--- config.mk ---
export PLATFORM = sky130hd
export DESIGN_NAME = fifo_rd_drain
export DESIGN_NICKNAME = d
export VERILOG_FILES = /design/src/rtl/fifo_rd_drain.sv
export SDC_FILE = /design/constraint.sdc
export NUM_CORES = 1
export LEC_CHECK = 0
export ABC_AREA = 1
export CAP_MARGIN = 0
export CELL_PAD_IN_SITES_DETAIL_PLACEMENT = 1
export CELL_PAD_IN_SITES_GLOBAL_PLACEMENT = 2
export CORE_MARGIN = 2
export CORE_UTILIZATION = 23
export DETAILED_ROUTE_END_ITERATION = 10
export GPL_TIMING_DRIVEN = 0
export PLACE_DENSITY_LB_ADDON = 0.1
export SLEW_MARGIN = 10
export SYNTH_ARGS = -nofsm -noshare
export SYNTH_HDL_FRONTEND = slang
export SYNTH_SLANG_ARGS = --single-unit
export TNS_END_PERCENT = 1
--- constraint.sdc ---
create_clock -name r_clk -period 1.3 [get_ports r_clk]
set_clock_uncertainty 0.15 [all_clocks]
set_input_delay 0.195 -clock r_clk [delete_from_list [all_inputs] [get_ports r_clk]]
set_output_delay 0.195 -clock r_clk [all_outputs]
set_load 0.02 [all_outputs]
--- src/rtl/fifo_rd_drain.sv ---
// Read-side drain controller: pops one FIFO word at a time and hands it to a
// serial transmitter over a valid/busy handshake, re-issuing unacknowledged hand-offs.
module fifo_rd_drain #(
  parameter int D_WIDTH = 8,
  parameter int C_WIDTH = 16,
  parameter int T_WIDTH = 4
) (
  input  logic               r_clk,
  input  logic               r_rst,
  input  logic               empty,
  input  logic [D_WIDTH-1:0] rd_data,
  output logic               r_inc,
  input  logic               tx_busy,
  output logic [D_WIDTH-1:0] tx_data,
  output logic               tx_valid,
  output logic [C_WIDTH-1:0] tx_count,
  output logic               tx_retry
);

  // state     | meaning
  // IDLE      | waiting for a word and an idle transmitter
  // LOAD      | settle cycle after the pop
  // SEND      | tx_valid asserted, timeout cleared
  // WAIT_ACK  | waiting for tx_busy, counting toward timeout
  // WAIT_DONE | transmitter busy with the word
  typedef enum logic [2:0] {
    S_IDLE, S_LOAD, S_SEND, S_WAIT_ACK, S_WAIT_DONE
  } state_t;

  // Terminal value is one below all-ones, so WAIT_ACK lasts 2^T_WIDTH-1 cycles.
  localparam logic [T_WIDTH-1:0] TO_TERM = {{(T_WIDTH-1){1'b1}}, 1'b0};

  state_t             state_q, state_d;
  logic [D_WIDTH-1:0] tx_data_q, tx_data_d;
  logic [C_WIDTH-1:0] count_q, count_d;
  logic [T_WIDTH-1:0] timeout_q, timeout_d;
  logic               valid_q, valid_d;
  logic               retry_q, retry_d;
  logic               pop;

  always_comb begin
    state_d   = state_q;
    tx_data_d = tx_data_q;
    count_d   = count_q;
    timeout_d = timeout_q;
    valid_d   = 1'b0;
    retry_d   = 1'b0;
    pop       = 1'b0;
    case (state_q)
      S_IDLE: begin
        if (!empty && !tx_busy) begin
          pop       = 1'b1;
          tx_data_d = rd_data;
          state_d   = S_LOAD;
        end
      end
      S_LOAD: begin
        valid_d = 1'b1;
        state_d = S_SEND;
      end
      S_SEND: begin
        timeout_d = '0;
        state_d   = S_WAIT_ACK;
      end
      S_WAIT_ACK: begin
        // An acknowledge in the terminal cycle takes priority over the retry.
        if (tx_busy) begin
          count_d = count_q + C_WIDTH'(1);
          state_d = S_WAIT_DONE;
        end else if (timeout_q == TO_TERM) begin
          valid_d = 1'b1;
          retry_d = 1'b1;
          state_d = S_SEND;
        end else begin
          timeout_d = timeout_q + T_WIDTH'(1);
        end
      end
      S_WAIT_DONE: begin
        if (!tx_busy) state_d = S_IDLE;
      end
      default: state_d = S_IDLE;
    endcase
  end

  always_ff @(posedge r_clk) begin
    if (r_rst) begin
      state_q   <= S_IDLE;
      tx_data_q <= '0;
      count_q   <= '0;
      timeout_q <= '0;
      valid_q   <= 1'b0;
      retry_q   <= 1'b0;
    end else begin
      state_q   <= state_d;
      tx_data_q <= tx_data_d;
      count_q   <= count_d;
      timeout_q <= timeout_d;
      valid_q   <= valid_d;
      retry_q   <= retry_d;
    end
  end

  assign r_inc    = pop;
  assign tx_data  = tx_data_q;
  assign tx_valid = valid_q;
  assign tx_count = count_q;
  assign tx_retry = retry_q;

endmodule

==> results <==
[worst register-to-register path, cell delays in order, from the launching register on]
cell	delay, ps
dfxtp_4	370
inv_4	70
nand2_2	60
nor2_4	150
buf_6	150
nand2_1	50
nor2_1	80
nand3_1	90
nand2_1	60
nor2_1	30
[Yosys cell counts, types with 3 or more instances]
library cell	count	area, µm²
dfxtp_1	33	661
nand4_1	6	37.5
nand3_1	15	75.1
nand2_2	4	25.0
ha_1	3	37.5
a21oi_1	19	95.1
nor3_1	3	15.0
nor2_2	4	25.0
inv_1	25	93.8
o21ai_0	8	40.0
nor2_1	41	154
nand2_1	56	210
[sequential cells by signal, summed over array words and instances (netlist names)]
signal and count:
tx_count 16, tx_data 8, timeout_q 4, state_q 3, tx_retry 1, tx_valid 1
[path summary, 6_finish.rpt]
kind	from	to	slack (ps)	cells after the start
max reg2reg	state_q[2]$_SDFFE_PP0P_	tx_count[13]$_SDFFE_PP0P_	-80	9
max	state_q[0]$_SDFFE_PP0P_	r_inc	-170	4
min	r_rst	state_q[2]$_SDFFE_PP0P_	70	2
min reg2reg	tx_data[1]$_SDFFE_PP0P_	tx_data[1]$_SDFFE_PP0P_	320	2
[power by group through the flow]
stage	combinational (µW)	sequential (µW)	clock, µW
2_1_floorplan	171	1140	0
3_3_place_gp	322	1120	0
3_5_place_dp	323	1120	0
4_1_cts	344	1110	1030
5_1_grt	413	1110	1060
6_report	368	1100	985
[layer usage]
layer / up-vias / part of all wire (%) / GRT usage, %
li1: 854 / - / -
met3: 7 / 2.9 / 2.84
met4: 0 / 1.4 / 4.62
met2: 28 / 47 / 21.6
met5: - / 0 / 0
met1: 765 / 49 / 17.2
[through the flow]
stage	area (µm²)	utilization, %	worst slack [ps]	hold WS [ps]	instances
4_1_cts	2310	34.2	-240	80.9	359
6_report	2340	34.6	-167	69.7	368
5_1_grt	2340	34.6	-219	89.8	368
2_1_floorplan	1640	-	-4.86	123	233
3_3_place_gp	2110	31.2	-947	306	350
3_5_place_dp	2110	31.2	-927	310	350
[cells by family (layout without fill, tap and decap cells)]
logic type | count (synthesis) | count (layout)
flip-flops | 33 | 33
buffers and inverters | 32 | 87
AND/OR/NAND/NOR | 134 | 134
AO/OA/AOI/OAI | 30 | 30
XOR/XNOR | 1 | 1
adder cells (fa/ha/maj) | 3 | 3
[area by class of cell]
class	count	area (µm²)
multi-input combinational	168	942
tap	80	100
timing repair buffer	47	344
clock buffer	7	108
clock inverter	1	7.51
buffer	4	25.0
sequential	33	701
fill	845	4420
inverter	28	113
[repair_timing]
| action | CTS | global route |
|---|---|---|
| pin swaps | 5 | 4 |
| gates cloned | 0 | 1 |
| hold buffers | 0 | 0 |
| resized for setup | 111 | 37 |
| buffers inserted | 1 | 8 |
| endpoints found under the setup margin | 54 | 40 |
==> metrics list <==
- Detailed Route WL: 4830 µm
- Traced cell by cell, the critical path runs through nor2_4, nand4_4, clkinv_4, buf_6.
- Max Fanout on Critical Path: 7
* Congestion Overflow GR: 0
- Status: complete, but fails checks
* Reported leakage power: 0.000942 µW
- Wire per inst: 13.1 µm
- Combinational fraction of design power: 15.0%
* Remaining max-slew budget at the tightest pin: 66.9%
- Highest-count cells in the layout ignoring fill and taps: nand2_1 (52), nor2_1 (35), inv_1 (23)
- After detailed routing, the number of vias per cell comes to 4.49.
- For this run, the total global-route usage over all layers was measured as 13.2%.
- The worst setup path is captured at an output port.
- After technology mapping, the gate count stands at 233.
- Core Rows: 30
- The number of max-slew violations in the final report is 0.
* Most common cell after layout, fill and taps aside: nand2_1
- Maximum count of clock buffers along a single path: 2
- In the final timing run, aggregate negative setup slack is -690 ps.
- Combinational family with the most area after synthesis: simple AND/OR/NAND/NOR gates
- In the routed design, unresolved DRC markers number 0.
- Final worst path period share: 113%
- After Yosys synthesis, full adders, half adders and majority gates account for 2.36% of the synthesized area.
* Number of buffers and inverters on the critical path: 2
- For this configuration, the core starts out at a cell density of 23.5%.
- Of all flip-flops after synthesis, the portion carrying an async set or reset was 0%.
* Vert. Die Dim: 87.1 µm
* Peak ir drop on the vdd network: 0.445 mV
- CP arrival: 1120 ps
- Entering global routing, the biggest net connects 12 pins.
- The share of the Yosys chip area taken by registers is 41.6%.
* TritonCTS clock tree: built
- Floorplan die width: 87.1 µm
* Core footprint: 6760 µm²
* Category of the worst setup path launch point: flop
- The number of global-route vias before repair was 1621.
* Number of buffers inserted by port buffering: 37
* Max-capacitance violation count: 0
- The initial antenna violation count is 0.
* Violations in the final reports: negative setup slack
- Based on the critical path, the design can be clocked at up to 682 MHz.
* Share of the synthesized netlist area taken by xor and xnor gates: 0.551%
- Distinct cells, synth: 25
* First-pass GRT wire length: 7780 µm
- The synthesized netlist devotes 9.61% of its cell area to compound gates.
- The die covers 7590 µm².
* Number of antenna cells inserted: 0
- The most used flip-flop cell after synthesis is dfxtp_1.
- Compared with the post-synthesis result, the final layout area differs by 47.2%.
- Synth warn: 0
- Clk Latency, worst-skew pair: 290 ps
* Initial drt markers: 46
- Once detail routing completed, the nets flagged for antenna violations numbered 0.
* Synthesized-area fraction occupied by and/or/nand/nor cells: 37.6%
- Clock tree synthesis inserted a total of 5 buffers.
- Switching power summed over all nets: 698 µW
- Of the total power, the share spent switching nets is 28.4%.
* Multiplexer area fraction after synthesis: 0%
* Final setup vio count: 16
- Detailed placement finished with a half-perimeter wire length of 3420 µm.
* Post-synth EDFFs: 0
- After synthesis the cells add up to 1590 µm².
* Top Family by Delay on Critical Path: flip-flops
- The number of hold violations in the final report was 0.
- The min-delay analysis places its worst path in the category in2reg.
- Subtracting the final worst setup slack from the clock period gives 1470 ps.
* Slack of the critical path: -167 ps
* Total internal power: 1760 µW
* Clock-pin slew reported for the worst setup and hold paths after clock tree synthesis: 80 ps
* Net count of the finished layout: 302
- In this run, flip-flops and latches consume 44.9% of the power.
- Power per cell area: 1050 nW/µm²
- Routed vias: 1654
- The synthesized design contains 33 register bits.
- For the worst setup path, the data required time is 950 ps.
- CTS saw 33 sinks.
- Slowest cell on the critical path: dfxtp_4
- Clock root buffer: clkbuf_8
- Counting every net in the synthesized netlist gives 248.
- Number of optimization iterations in the first detailed-route pass: 4
- The congestion estimate from routability-driven global placement came to 0.711.
- At the pin with the least slew margin, the transition time is 496 ps.
* Setup repair after global routing missed its margin: true
* Max H-tree Level: 2
* Synthesized area per cell: 6.82 µm²
* Total power of the final layout: 2460 µW
- Cells with a size suffix above 1 make up 34.4% of the layout.
- Peak per-stage delay on the critical path: 370 ps
- I/O pin cnt: 39
- By startpoint and endpoint, the worst setup path is classified as reg2out.
- Clock network fraction of design power: 40.1%
Note: power is estimated with default switching activity, not from simulation.
